[src/rtl/alu_multicycle_cla.sv]
// Multi-cycle ALU: WIDTH-bit operands processed one SLICE-bit carry-lookahead
// chunk per clock, LSB chunk first, with valid/ready handshakes on both sides.
`timescale 1ns/1ps
module alu_multicycle_cla #(
  parameter int WIDTH = 32,
  parameter int SLICE = 4
) (
  input  logic             clk,
  input  logic             rst_n,
  input  logic             start_valid,
  output logic             start_ready,
  input  logic [WIDTH-1:0] a,
  input  logic [WIDTH-1:0] b,
  input  logic [2:0]       alu_op,
  output logic             result_valid,
  input  logic             result_ready,
  output logic [WIDTH-1:0] result,
  output logic             carry_out,
  output logic             overflow,
  output logic             zero
);

  localparam int N  = WIDTH / SLICE;
  localparam int CW = (N > 1) ? $clog2(N) : 1;

  typedef enum logic [1:0] {IDLE, RUN, DONE} state_t;

  state_t           state;
  logic [WIDTH-1:0] a_q, b_q;
  logic [2:0]       op_q;
  logic [CW-1:0]    cnt;
  logic             carry;

  logic             is_sub, init_carry, last, ovf_int;
  logic [SLICE-1:0] a_c, b_c, g, p, sum, chunk_res;
  logic [SLICE:0]   c;
  logic [WIDTH-1:0] res_ins, res_fin;
  logic             co_fin, ov_fin;

  assign start_ready  = (state == IDLE);
  assign result_valid = (state == DONE);

  assign is_sub     = (op_q == 3'b100) || (op_q[2:1] == 2'b11);
  assign init_carry = (alu_op == 3'b100) || (alu_op[2:1] == 2'b11);
  assign last       = (cnt == CW'(N - 1));

  always_comb begin
    a_c  = a_q[cnt*SLICE +: SLICE];
    b_c  = b_q[cnt*SLICE +: SLICE] ^ {SLICE{is_sub}};
    g    = a_c & b_c;
    p    = a_c | b_c;
    c    = '0;
    c[0] = carry;
    for (int unsigned k = 0; k < SLICE; k++)
      c[k+1] = g[k] | (p[k] & c[k]);
    sum = a_c ^ b_c ^ c[SLICE-1:0];

    if (op_q[2]) chunk_res = sum;
    else begin
      case (op_q[1:0])
        2'b00:   chunk_res = a_c & b_c;
        2'b01:   chunk_res = a_c | b_c;
        2'b10:   chunk_res = a_c ^ b_c;
        default: chunk_res = ~(a_c | b_c);
      endcase
    end

    res_ins = result;
    res_ins[cnt*SLICE +: SLICE] = chunk_res;

    // Last-chunk fix-up: comparisons collapse to a single LSB.
    ovf_int = c[SLICE-1] ^ c[SLICE];
    res_fin = res_ins;
    if (op_q == 3'b110) begin
      res_fin    = '0;
      res_fin[0] = sum[SLICE-1] ^ ovf_int;
    end else if (op_q == 3'b111) begin
      res_fin    = '0;
      res_fin[0] = ~c[SLICE];
    end
    co_fin = op_q[2] & c[SLICE];
    ov_fin = (op_q[2:1] == 2'b10) & ovf_int;
  end

  always_ff @(posedge clk or negedge rst_n) begin
    if (!rst_n) begin
      state     <= IDLE;
      a_q       <= '0;
      b_q       <= '0;
      op_q      <= '0;
      cnt       <= '0;
      carry     <= 1'b0;
      result    <= '0;
      carry_out <= 1'b0;
      overflow  <= 1'b0;
      zero      <= 1'b0;
    end else begin
      case (state)
        IDLE: begin
          if (start_valid) begin
            a_q   <= a;
            b_q   <= b;
            op_q  <= alu_op;
            cnt   <= '0;
            carry <= init_carry;
            state <= RUN;
          end
        end
        RUN: begin
          carry <= c[SLICE];
          cnt   <= cnt + 1'b1;
          if (last) begin
            result    <= res_fin;
            carry_out <= co_fin;
            overflow  <= ov_fin;
            zero      <= (res_fin == '0);
            state     <= DONE;
          end else begin
            result <= res_ins;
          end
        end
        DONE: begin
          if (result_ready) state <= IDLE;
        end
        default: state <= IDLE;
      endcase
    end
  end

endmodule

[config.mk]
export PLATFORM = sky130hd
export DESIGN_NAME = alu_multicycle_cla
export DESIGN_NICKNAME = d
export VERILOG_FILES = /design/src/rtl/alu_multicycle_cla.sv
export SDC_FILE = /design/constraint.sdc
export NUM_CORES = 1
export LEC_CHECK = 0
export CAP_MARGIN = 20
export CORE_AREA = 2 2 165 86
export CTS_BUF_LIST = sky130_fd_sc_hd__clkbuf_8
export CTS_CLUSTER_DIAMETER = 50
export DETAILED_ROUTE_END_ITERATION = 6
export DIE_AREA = 0 0 167 88
export GPL_ROUTABILITY_DRIVEN = 0
export PLACE_DENSITY_LB_ADDON = 0.2
export SKIP_LAST_GASP = 1
export SLEW_MARGIN = 5
export SYNTH_ARGS = -nofsm -noshare
export SYNTH_HDL_FRONTEND = slang
export SYNTH_SLANG_ARGS = --single-unit
[constraint.sdc]
create_clock -name clk -period 4.92 [get_ports clk]
set_input_delay 0.738 -clock clk [delete_from_list [all_inputs] [get_ports clk]]
set_output_delay 0.738 -clock clk [all_outputs]
set_load 0.01 [all_outputs]
==> metrics.cfg <==
[grt]
grtUsageTotal_pct = 21.8
grt_pass1_vias = 4715
grt_max_degree = 84
antenna_found_initial = 0
overflow = 0
grt_pass1_wl_mm = 25.0

[power]
peakVddDrop_mv = 0.404
internal_power_mw = 2.84
totalPowerFinal_mw = 5.45
p_clk_share_pct = 9.9
p_per_area_mw_per_mm2 = 766
p_leak_nw = 3.33
swShare_pct = 47.9
switchingPower_mw = 2.61
seqPwrFrac_pct = 28.1
comb_power_share_pct = 62.0

[synthesis]
ys_types = 56
ys.flop_type = dfrtp_1
synth_top_area_share_pct = 47.9
synthTopCellsByArea = dfrtp_1 48%, nand2_1 17%, mux4_2 6.4%
syn_nets = 717
syn_area_sq_mm = 0.00564
yosys_warnings = 0
synth_seq_area_share_pct = 47.9
yosysMostFrequentCell = nand2_1
synth_edf_count = 0
synthTopCellsByCount = 259 x nand2_1, 108 x dfrtp_1, 45 x o21ai_0
netlist_instances = 626
syn_avg_cell_area_sq_um = 9.01
async_reset_ff_share_pct = 100
synth_seq_cells = 108
synth.largest_area_cell = dfrtp_1

[place]
portBuffers = 107
pre_cts_ws_ns = 0.635
dpl.cell_count = 889
hpwl_mm = 11.3
place_area_sq_mm = 0.00688

[sta]
timing.final.crit_share_pct = 86.6
whs_ns = 0.272
setup_viol = 0
hold_violations = 0
drv_slew = 0
rsz0062_at_grt = no
worstMarginPinSlew_ns = 1.12
fin_crit_ns = 4.26
fmax_mhz = 235
max_slew_margin_pct = 25.2
skew_ns = 0.0171
setup_slack_ns = 0.660
setup_tns_ns = 0

[clocking]
post_cts_buffers = 0
clk_latency_ns = 0.38
cts_max_path_buffers = 2
clock_sinks = 108
clk_pin_slew_ns = 0.11
hold_buffers = 0
numCtsBuffers = 9
cts-root-buf = clkbuf_8
cts_tree = built
ctsResizeCount = 0
htreeDepth = 3

[drt]
vias = 4817
first_pass_iters = 5
drt_wl_total_mm = 15.1
antenna_left = 0
avgViaCountPerCell = 5.32
wl_per_cell_microns = 16.7
drc_errors = 0
drtIter0Drc = 421

[die]
die_h_microns = 88
initial_core_util_pct = 42.6
dieWidth_microns = 167
num_rows = 30
ios = 108
core_area_sq_mm = 0.0133
dieArea_sq_mm = 0.0147

[setup_path]
reg2reg_depth = 15
startpoint_type = flop
worst-setup-path-type = flop to flop
crit_arrival_ns = 4.55
worstSetupEndpointType = flop
required_ns = 5.21
worstPathMaxFanout = 9

[run]
cap_violations = 0

[cells_and_area]
area_delta_synth_final_pct = 26.0
antenna_cells = 0
fillers = 1171
layout.cells.non_filler = 906
fin_nets = 816
layout-drive-gt1-share_pct = 8.22
postLayoutCoreUtil_pct = 53.6
fin_area_sq_mm = 0.00711

[status]
status = finished clean

[min_path]
hp-class = primary input to asynchronous set/reset pin

==> worst paths after layout <==
kind	to	slack (ns)	startpoint
worst min-delay path	b_q[29]	0.27	rst_n
max in group asynchronous	carry	3.94	rst_n
worst max-delay path	zero	0.66	cnt[0]
min in group clk	b_q[12]	0.48	b_q[12]
worst max register to register	zero	0.66	cnt[0]
worst min register to register	b_q[12]	0.48	b_q[12]
==> registers in the layout, summed over array words and instances, names as in the netlist <==
signal,count
b_q,32
state,2
overflow,1
carry,1
cnt,3
carry_out,1
op_q,3
a_q,32
result,32
zero,1
==> power groups by stage <==
stage	registers [mW]	clock network [mW]	logic, mW
floorplan	1.48	0	2.27
global placement	1.53	0	3.24
detailed placement	1.54	0	3.33
CTS	1.53	0.553	3.35
global route	1.57	0.595	3.75
finish	1.53	0.540	3.38
==> cells in the final DEF, fill, tap and decap left out, types with 7 or more instances in the layout <==
master / count
and3_1: 7
buf_4: 11
clkbuf_8: 11
clkdlybuf4s50_1: 106
dfrtp_1: 108
ha_1: 15
inv_1: 16
mux4_2: 16
nand2_1: 258
nand3_1: 9
nor2_1: 17
o21ai_0: 45
==> final cells by class <==
type | count | area [sq um] | area share (%)
Clock inverter | 5 | 47.5 | 0.669
Multi-Input combinational cell | 469 | 2740 | 38.6
Timing Repair Buffer | 118 | 1170 | 16.5
Inverter | 19 | 71.3 | 1.00
Sequential cell | 108 | 2700 | 38.0
Tap cell | 176 | 220 | 3.10
Clock buffer | 11 | 151 | 2.13
==> critical path, stage by stage, from the launching register on <==
cell      delay, ns
dfrtp_1        0.49
mux4_2         0.54
mux2i_1        0.25
xnor2_1        0.19
inv_1          0.11
fa_1           0.38
inv_1          0.08
fa_1           0.17
inv_1          0.05
fa_1           0.44
fa_1           0.43
nand2b_1       0.19
nand2b_1       0.31
o31a_1         0.18
nand4b_1       0.11
o31ai_2        0.25
==> routing by layer <==
metal	track usage, %	wire length [microns]
met2	30.5	6130
met3	6.10	1450
met4	4.94	97
met5	0	0
met1	33.5	7440
==> cell families after synthesis <==
family,synth area share (%)
compound gates,9.96
xor+xnor,0.776
fa+ha+maj,5.10
buf+inv,3.55
flops,47.9
mux,8.45
simple gates,24.3
No activity file was read; power rests on OpenSTA's default activity.
